File: src/rtl/sockit_spi_pkg.sv
// Shared types for the SPI sequencer: serializer command word, FSM states, IO modes, lane helpers.
package sockit_spi_pkg;

  localparam int CNT_W = 8;

  localparam logic [1:0] IOM_SGL0 = 2'd0;
  localparam logic [1:0] IOM_SGL1 = 2'd1;
  localparam logic [1:0] IOM_DUAL = 2'd2;
  localparam logic [1:0] IOM_QUAD = 2'd3;

  typedef struct packed {
    logic [CNT_W-1:0] cnt;
    logic             cke;
    logic [1:0]       iom;
    logic             die;
    logic             doe;
    logic             sso;
    logic             lst;
  } cmd_t;

  typedef enum logic [1:0] {
    IDLE = 2'd0,
    SEL  = 2'd1,
    DAT  = 2'd2,
    HLD  = 2'd3
  } seq_state_t;

  function automatic logic [2:0] lanes(input logic [1:0] iom);
    case (iom)
      IOM_DUAL: lanes = 3'd2;
      IOM_QUAD: lanes = 3'd4;
      default:  lanes = 3'd1;
    endcase
  endfunction

  function automatic logic [1:0] lane_shift(input logic [1:0] iom);
    case (iom)
      IOM_DUAL: lane_shift = 2'd1;
      IOM_QUAD: lane_shift = 2'd2;
      default:  lane_shift = 2'd0;
    endcase
  endfunction

endpackage

File: src/rtl/sockit_spi_seq_chunk.sv
// Chunk sizing: bits in the next serializer word and its lane-clock count.
module sockit_spi_seq_chunk
  import sockit_spi_pkg::*;
#(
  parameter int SDW = 32,
  parameter int LNW = 16
) (
  input  logic [LNW-1:0]   rem,
  input  logic [1:0]       iom,
  output logic [LNW-1:0]   bits,
  output logic [CNT_W-1:0] cnt,
  output logic             lst
);

  localparam logic [LNW-1:0] SDW_L = LNW'(SDW);
  localparam logic [LNW-1:0] ONE_L = LNW'(1'b1);

  // Clamp to one word and round up to whole lane groups
  always_comb begin
    lst  = (rem <= SDW_L);
    bits = lst ? rem : SDW_L;
    cnt  = CNT_W'((bits + LNW'(lanes(iom)) - ONE_L) >> lane_shift(iom));
  end

endmodule

File: src/rtl/sockit_spi_seq.sv
// SPI command sequencer: one transfer request becomes a chain of per-word serializer commands.
// Define SOCKIT_SPI_SEQ_DLY_EN to add slave-select setup/hold commands around the data.
module sockit_spi_seq
  import sockit_spi_pkg::*;
#(
  parameter int SDW = 32,
  parameter int LNW = 16,
  parameter int SSD = 2
) (
  input  logic           clk,
  input  logic           rst,
  input  logic           req_vld,
  output logic           req_rdy,
  input  logic [LNW-1:0] req_len,
  input  logic [1:0]     req_iom,
  input  logic           req_dir,
  input  logic           req_sso,
  input  logic           wdt_vld,
  output logic           wdt_rdy,
  input  logic [SDW-1:0] wdt_dat,
  output logic           scw_vld,
  input  logic           scw_rdy,
  output cmd_t           scw_dat,
  output logic           sdw_vld,
  input  logic           sdw_rdy,
  output logic [SDW-1:0] sdw_dat,
  input  logic           sdr_vld,
  input  logic [SDW-1:0] sdr_dat,
  output logic           rdt_vld,
  output logic [SDW-1:0] rdt_dat,
  output logic           done
);

  localparam logic [CNT_W-1:0] SSD_CNT = CNT_W'(SSD);
  localparam logic [LNW-1:0]   ZERO_L  = {LNW{1'b0}};
  localparam logic [LNW-1:0]   ONE_L   = LNW'(1'b1);

  seq_state_t       state_q, state_d;
  logic [LNW-1:0]   rem_q, rem_d, rd_out_q, rd_out_d;
  logic [1:0]       iom_q, iom_d;
  logic             dir_q, dir_d, sso_q, sso_d;
  logic             busy_q, busy_d, done_q, done_d;
  logic             rdt_vld_q;
  logic [SDW-1:0]   rdt_dat_q;

  logic [LNW-1:0]   chk_bits_s;
  logic [CNT_W-1:0] chk_cnt_s;
  logic             chk_lst_s;
  cmd_t             cmd_s;
  logic             req_rdy_s, req_trn_s, scw_vld_s, rd_inc_s, rd_dec_s;
  // The serializer takes command and write word as one pair, so its sdw_rdy mirrors scw_rdy.
  logic [CNT_W:0]   unused_s;

  sockit_spi_seq_chunk #(.SDW(SDW), .LNW(LNW)) u_chunk (
    .rem  (rem_q),
    .iom  (iom_q),
    .bits (chk_bits_s),
    .cnt  (chk_cnt_s),
    .lst  (chk_lst_s)
  );

  assign req_rdy_s = (state_q == IDLE) & ~busy_q;
  assign req_trn_s = req_vld & req_rdy_s;

  // Next state, command decode and outstanding-read accounting
  always_comb begin
    state_d   = state_q;
    rem_d     = rem_q;
    iom_d     = iom_q;
    dir_d     = dir_q;
    sso_d     = sso_q;
    busy_d    = busy_q;
    done_d    = 1'b0;
    scw_vld_s = 1'b0;
    rd_inc_s  = 1'b0;
    cmd_s.cnt = chk_cnt_s;
    cmd_s.cke = 1'b1;
    cmd_s.iom = iom_q;
    cmd_s.die = ~dir_q;
    cmd_s.doe = dir_q;
    cmd_s.sso = sso_q;
`ifdef SOCKIT_SPI_SEQ_DLY_EN
    cmd_s.lst = 1'b0;
`else
    cmd_s.lst = chk_lst_s;
`endif
    case (state_q)
      IDLE: begin
        if (req_trn_s) begin
          rem_d = req_len;
          iom_d = req_iom;
          dir_d = req_dir;
          sso_d = req_sso;
          if (req_len == ZERO_L) begin
            done_d = 1'b1;
          end else begin
            busy_d = 1'b1;
`ifdef SOCKIT_SPI_SEQ_DLY_EN
            state_d = SEL;
`else
            state_d = DAT;
`endif
          end
        end else begin
          state_d = IDLE;
        end
      end
`ifdef SOCKIT_SPI_SEQ_DLY_EN
      SEL: begin
        cmd_s.cnt = SSD_CNT;
        cmd_s.cke = 1'b0;
        cmd_s.die = 1'b0;
        cmd_s.doe = 1'b0;
        cmd_s.lst = 1'b0;
        scw_vld_s = 1'b1;
        state_d   = scw_rdy ? DAT : SEL;
      end
      HLD: begin
        cmd_s.cnt = SSD_CNT;
        cmd_s.cke = 1'b0;
        cmd_s.die = 1'b0;
        cmd_s.doe = 1'b0;
        cmd_s.lst = 1'b1;
        scw_vld_s = 1'b1;
        state_d   = scw_rdy ? IDLE : HLD;
      end
`endif
      DAT: begin
        scw_vld_s = ~dir_q | wdt_vld;
        rd_inc_s  = scw_vld_s & scw_rdy & ~dir_q;
        if (scw_vld_s && scw_rdy) begin
          rem_d = rem_q - chk_bits_s;
          if (chk_lst_s) begin
`ifdef SOCKIT_SPI_SEQ_DLY_EN
            state_d = HLD;
`else
            state_d = IDLE;
`endif
          end else begin
            state_d = DAT;
          end
        end else begin
          rem_d = rem_q;
        end
      end
      default: state_d = IDLE;
    endcase

    rd_dec_s = sdr_vld & ((rd_out_q != ZERO_L) | rd_inc_s);
    case ({rd_inc_s, rd_dec_s})
      2'b10:   rd_out_d = rd_out_q + ONE_L;
      2'b01:   rd_out_d = rd_out_q - ONE_L;
      default: rd_out_d = rd_out_q;
    endcase

    // Retire only once the FSM is home and every issued read word has come back
    if (busy_q && (state_d == IDLE) && (rd_out_d == ZERO_L)) begin
      done_d = 1'b1;
      busy_d = 1'b0;
    end else begin
      busy_d = busy_d;
    end
  end

  // State and output registers
  always_ff @(posedge clk or posedge rst) begin
    if (rst) begin
      state_q   <= IDLE;
      rem_q     <= {LNW{1'b0}};
      rd_out_q  <= {LNW{1'b0}};
      iom_q     <= 2'd0;
      dir_q     <= 1'b0;
      sso_q     <= 1'b0;
      busy_q    <= 1'b0;
      done_q    <= 1'b0;
      rdt_vld_q <= 1'b0;
      rdt_dat_q <= {SDW{1'b0}};
    end else begin
      state_q   <= state_d;
      rem_q     <= rem_d;
      rd_out_q  <= rd_out_d;
      iom_q     <= iom_d;
      dir_q     <= dir_d;
      sso_q     <= sso_d;
      busy_q    <= busy_d;
      done_q    <= done_d;
      rdt_vld_q <= sdr_vld;
      rdt_dat_q <= sdr_vld ? sdr_dat : rdt_dat_q;
    end
  end

  assign req_rdy  = req_rdy_s;
  assign scw_vld  = scw_vld_s;
  assign scw_dat  = cmd_s;
  assign sdw_vld  = scw_vld_s & cmd_s.doe;
  assign sdw_dat  = wdt_dat;
  assign wdt_rdy  = scw_rdy & scw_vld_s & cmd_s.doe;
  assign rdt_vld  = rdt_vld_q;
  assign rdt_dat  = rdt_dat_q;
  assign done     = done_q;
  assign unused_s = {sdw_rdy, SSD_CNT};

endmodule

File: config.mk
export PLATFORM = sky130hd
export DESIGN_NAME = sockit_spi_seq
export DESIGN_NICKNAME = d
export VERILOG_FILES = /design/src/rtl/sockit_spi_pkg.sv /design/src/rtl/sockit_spi_seq_chunk.sv /design/src/rtl/sockit_spi_seq.sv
export SDC_FILE = /design/constraint.sdc
export NUM_CORES = 1
export LEC_CHECK = 0
export ABC_AREA = 0
export CAP_MARGIN = 20
export CORE_MARGIN = 5
export CORE_UTILIZATION = 42
export CTS_BUF_LIST = sky130_fd_sc_hd__clkbuf_16
export DETAILED_ROUTE_END_ITERATION = 6
export PLACE_DENSITY = 0.81
export SLEW_MARGIN = 15
export SYNTH_ARGS = -nofsm -noshare
export SYNTH_HDL_FRONTEND = slang
export SYNTH_SLANG_ARGS = --single-unit
File: constraint.sdc
create_clock -name clk -period 3.95 [get_ports clk]
set_clock_uncertainty 0.15 [all_clocks]
set_input_delay 0.395 -clock clk [delete_from_list [all_inputs] [get_ports clk]]
set_output_delay 0.395 -clock clk [all_outputs]
set_load 0.005 [all_outputs]
# Word level (Yosys, flattened, before mapping)
# Index checks and enable logic that the tools add are counted.
# Widths: inputs -> output; s select.
# totals
ff_bits,73
in_bits,91
elab_cells,73
# classes
add_sub_neg,5
order_cmp,1
n_eq_ne,8
shifts,1
mux,22
bitwise,12
n_reduce_logical,14
# op_table
operator,count
$pmux 16 s2,2
$mux 16,3
$logic_not 16->1,2
$sub 16x1->16 const B,2
$add 16x1->16 const B,1
$add 16x3->16,1
$le 16x6->1 const B,1
$reduce_bool 16->1,1
$shr 16x2->8,1
$sub 16x16->16,1
$mux 1,10
$and 1x1->1,8
$eq 2x2->1 const B,4
$mux 2,4
$pmux 2 s2,2
$pmux 3 s2,1
$reduce_and 3->1,2
$reduce_bool 2->1,3
$logic_not 2->1,2
$ne 2x2->1 const B,2
$logic_and 1x1->1,3
$eq 2x1->1 const B,1
$ne 2x1->1 const B,1
$not 1->1,2
2 further kinds,3

# Logic depth before layout (Yosys ltp)
# depth
depth_word,13
ltp_mapped,18

# Modules after synthesis
# A second synthesis with hierarchy kept.
# hier_totals
cells_unflattened,625
area_unflattened_um2,5571.6
# modules_own_cells
module,n_inst,cells_per_inst,area_per_inst_um2
sockit_spi_seq,1,505,4734.5
sockit_spi_seq_chunk,1,120,837.1

# Least setup slack after synthesis
# OpenSTA, ideal clock, no wires.
# synth_timing
path_kind,reg2reg
startpoint,reg state_q[0]
endpoint,reg busy_q
setup_time_ps,124
arrival_ps,4090
t_required_ps,3676
slack_ps,-414
path_stages_with_launch,16
path_buffers,3
period_less_slack_ps,4364
path_cell_list,dfrtp_1 nor2b_1 clkbuf_1 clkbuf_1 nand3_1 a31oi_1 ha_1 ha_1 buf_2 and3_1 a221oi_2 o32ai_1 or3_1 a31o_2 or3_1 o31a_1
# synth_via
elab_chain_len,10
elab_cells_between_ends,23
# synth_lines
item,line,text
"start, declared",sockit_spi_seq.sv:38,"seq_state_t state_q, state_d;"
"start signal, assigned",sockit_spi_seq.sv:179,state_q <= state_d;
$eq 2x2->1 *,sockit_spi_seq.sv:87,case (state_q)
$mux 1 *,sockit_spi_seq.sv:87,
$or 1x1->1,sockit_spi_seq.sv:149,rd_dec_s = sdr_vld & ((rd_out_q != ZERO_L) | rd_inc_s);
$and 1x1->1,sockit_spi_seq.sv:149,
$eq 2x1->1 or $eq 2x2->1 (tied branches),sockit_spi_seq.sv:150,"case ({rd_inc_s, rd_dec_s})"
$pmux 16 s2 *,sockit_spi_seq.sv:150,
net rd_out_d[14],sockit_spi_seq.sv:39,"logic [LNW-1:0] rem_q, rem_d, rd_out_q, rd_out_d;"
$logic_not 16->1 *,sockit_spi_seq.sv:157,if (busy_q && (state_d == IDLE) && (rd_out_d == ZERO_L)) begin
$logic_and 1x1->1 *,sockit_spi_seq.sv:157,
$ne 2x1->1 (no line) or $reduce_bool 2->1 (tied branches),--,
$reduce_and 3->1 (no line),--,
"end signal, assigned",sockit_spi_seq.sv:185,busy_q <= busy_d;
"end, declared",sockit_spi_seq.sv:42,"logic busy_q, busy_d, done_q, done_d;"
# Mark *: on every way through the listed nets, which the timed path passes. The rest lies on a longest branch.
# A chain may end at the register's enable or synchronous reset.

==> impl_metrics.csv <==
group,metric,value,unit
status,status,"finished, violations left",
status,violations,"setup timing",
floorplanning,initial_core_util,43.22,%
setup_path,cp-end-kind,"primary output",
drt,post_drt_wl_per_cell,17.40,µm
synth,ys_seq_area_share,36.55,%
power_and_ir_drop,combinationalPowerShare,59.0,%
sta,slew_headroom,41.43,%
drt,viasPerCell,5.899,
floorplanning,dieArea,14180,µm²
floorplanning,design.core.area,11560,µm²
clock_network,cts_tree,"done",
synth,ys_seq_elements,73,
synth,synth_edf_count,0,
clock_network,cts_made_buffers,9,
sta,fin_crit_sh,103.0,%
clock_network,postCtsHoldBufs,0,
sta,rsz0062_at_grt,"true",
clock_network,clk-insertion-delay-late,0.34,ns
setup_path,worstSetupPathType,"flop to primary output",
global_route,antenna_found_initial,0,
drt,ant_nets,0,
setup_path,rrSetupSlack,-0.04,ns
finish,drive_gt1_share,28.85,%
sta,timing.fmax,0.2458,GHz
synth,syn_area_per_cell,9.155,µm²
drt,post-route-drc-count,0,
power_and_ir_drop,p_switching,2008,µW
sta,drv_slew,0,
finish,diodes,0,
setup_path,worstReg2RegStart,"rd_out_q[3]$_DFF_PP0_",
sta,period_minus_slack,4.069,ns
clock_network,clkSinkCount,73,
floorplanning,row_count,39,
setup_path,cp-start-kind,"flop",
setup_path,crit_required,3.40,ns
sta,hold_viol_final,0,
finish,seqCellArea,1827,µm²
sta,tns,-0.4187,ns
global_route,grt_max_degree,51,
drt,vias,5014,
global_route,track_usage,20.47,%
setup_path,r2r_end,"busy_q$_DFFE_PP0P_",
global_route,overflow,0,
place,hpwl,10.18,mm
drt,first_pass_iters,5,
synth,synth_warnings,0,
power_and_ir_drop,power.leakage,0.003134,µW
power_and_ir_drop,seqPwrFrac,22.7,%
finish,final_util,62.93,%
synth,synth_cells,546,
synth,yosysUniqueCellTypes,69,
clock_network,htreeDepth,3,
place,place_congestion,0.9160,
floorplanning,ios,176,
finish,fillers,857,
setup_path,cpPeakStageDelay,0.41,ns
sta,finalSetupViolCount,6,
global_route,grt_pass1_wl,24.30,mm
power_and_ir_drop,clock_power_share,18.3,%
clock_network,clk_transition_reported_paths,0.06,ns
finish,multiInputGateArea,3088,µm²
floorplanning,die_h,119.1,µm
flow_run,maxCapViolCount,0,
setup_path,path_max_fanout,3,
drt,wl,14.79,mm
power_and_ir_drop,switching_share,38.85,%
power_and_ir_drop,p_total,5169,µW
setup_path,reg2reg_depth,13,
power_and_ir_drop,vdd_drop_max,0.0003367,V
drt,drt-initial-drc-count,440,
setup_path,path_cells,"nor4_4 > and3_4 > nor2b_4 > nand2_1 > ha_1 > inv_2 > ha_4 > inv_2 > fa_2 > nor2b_2 > o21ai_2 > a21oi_2 > o21ai_2 > a21oi_2 > mux2i_1 > o211ai_1 > buf_2",
sta,hold_ws,0.2466,ns
power_and_ir_drop,p_per_area,710.2,nW/µm²
global_route,grt_pass1_vias,5144,
finish,area_delta_synth_final,45.61,%
sta,tightestPinTransition,0.8786,ns
worst_hold_path,hp-class,"input pin to asynchronous set/reset pin",
clock_network,root_buffer,"clkbuf_16",
synth,synthArstFlopShare,100.0,%
clock_network,clockBufferDepth,2,
power_and_ir_drop,p_int,3161,µW
sta,setup_ws,-0.1186,ns
setup_path,crit_slowest_cell,"dfrtp_1",
synth,synth.cell_area,4999,µm²
place,place.port_buffers,109,
synth,synth_ff_type,"dfrtp_1",
finish,nets,823,
setup_path,arrival,3.52,ns
floorplanning,die_w,119.1,µm
-- cells in the mapped netlist (6+ instances only) --
library cell	instances	area share, %
mux2_2	35	7.9
a31oi_1	6	0.75
dfrtp_1	73	37
nand3_1	12	1.2
o211ai_1	6	0.90
nand2_1	55	4.1
nand4_1	6	0.75
ha_1	28	7.0
nor4_1	9	1.1
buf_4	36	5.4
inv_1	28	2.1
nand2b_1	7	0.88
a21oi_1	40	4.0
xnor2_1	10	1.8
clkbuf_1	20	1.5
nor3_1	17	1.7
a21o_1	9	1.4
nor2_1	19	1.4
o21ai_0	29	2.9
-- layout by cell type, fill, tap and decap left out, types with 6 or more instances in the layout --
cell               n
nor3_1            15
clkbuf_16          9
mux2_2            35
ha_1              19
o21ai_0           23
buf_4             83
ha_4               7
clkdlybuf4s50_1  101
a21o_1             9
a21oi_2            8
conb_1            10
nor4_1             8
nand2_1           54
nor2_1            18
inv_1             25
o211ai_1           6
nand3_1            9
dfrtp_1           73
nand2b_1           6
nand4_1            6
xnor2_1            6
a21oi_1           32
-- layer usage --
layer,share of wire [%],track usage (%)
met5,0,0
met4,2.5,6.227
met3,8.7,6.730
met2,48,34.90
met1,40,24.59
-- registers in the layout (all words and copies together), names as in the netlist --
name,count
dir_q,1
busy_q,1
sso_q,1
state_q,2
rdt_vld,1
iom_q,2
rem_q,16
rdt_dat,32
rd_out_q,16
done,1
-- layout make-up --
cell class                 count  share of cell area (%)
clock inverter                 7                   1.633
tap                          143                   2.458
inverter                      29                   1.496
clock buffer                   9                   3.094
multi-input combinational    394                   42.43
sequential                    73                   25.10
timing repair buffer         195                   23.79
-- cell families (layout without fill, tap and decap cells) --
| kind of cell | count (synthesis) | in the layout | synth area share, % |
|---|---|---|---|
| AND/OR/NAND/NOR | 158 | 158 | 16.05 |
| AO/OA/AOI/OAI | 144 | 144 | 19.20 |
| buffers and inverters | 87 | 240 | 9.261 |
| flip-flops | 73 | 73 | 36.55 |
| multiplexers | 40 | 40 | 8.886 |
| adder cells (fa/ha/maj) | 30 | 30 | 7.810 |
| XOR/XNOR | 12 | 12 | 2.103 |
| other | 2 | 10 | 0.1502 |
-- critical path, delay by kind of cell, from the launching register on --
family | cells | cell delay [ns]
muxes | 1 | 0.21
and+or+nand+nor | 5 | 0.91
adders and majority gates | 3 | 0.76
DFF | 1 | 0.41
buffers and inverters | 3 | 0.25
AOI/OAI and AO/OA | 5 | 0.64
-- through the flow --
step | std cells | setup slack [ns] | instance area, µm²
floorplan | 554 | 0.005943 | 5079
global placement | 817 | -0.2416 | 6504
detailed placement | 817 | -0.4539 | 6504
CTS | 844 | -0.1669 | 7091
global route | 850 | -0.3479 | 7278
finish | 850 | -0.1186 | 7278
-- how the worst max path moves through the flow --
| stage | from | to | slack, ns | cells past startpoint |
|---|---|---|---|---|
| floorplan | state_q[0]$_DFF_PP0_ | busy_q$_DFFE_PP0P_ | 0.006 | 15 |
| global placement | rem_q[10]$_DFFE_PP0P_ | scw_dat[14] | -0.24 | 17 |
| detailed placement | rem_q[10]$_DFFE_PP0P_ | scw_dat[13] | -0.45 | 15 |
| CTS | rem_q[4]$_DFFE_PP0P_ | scw_dat[14] | -0.17 | 18 |
| global route | rem_q[1]$_DFFE_PP0P_ | scw_dat[14] | -0.35 | 15 |
| finish | rem_q[10]$_DFFE_PP0P_ | scw_dat[14] | -0.12 | 17 |
-- power groups by stage --
stage	clock (µW)	sequential (µW)	combinational, µW
3_3_place_gp	0	1140	2470
4_1_cts	960	1160	2810
2_1_floorplan	0	1150	1440
3_5_place_dp	0	1150	2580
6_report	946	1170	3050
5_1_grt	998	1200	3300
-- repair_timing --
item | in CTS | in global routing
endpoints found under the setup margin | 10 | 9
gates resized for setup | 63 | 26
setup buffers | 11 | 7
pin swaps | 28 | 27
hold endpoints to repair | 0 | 0
No activity file was read; power rests on OpenSTA's default activity.
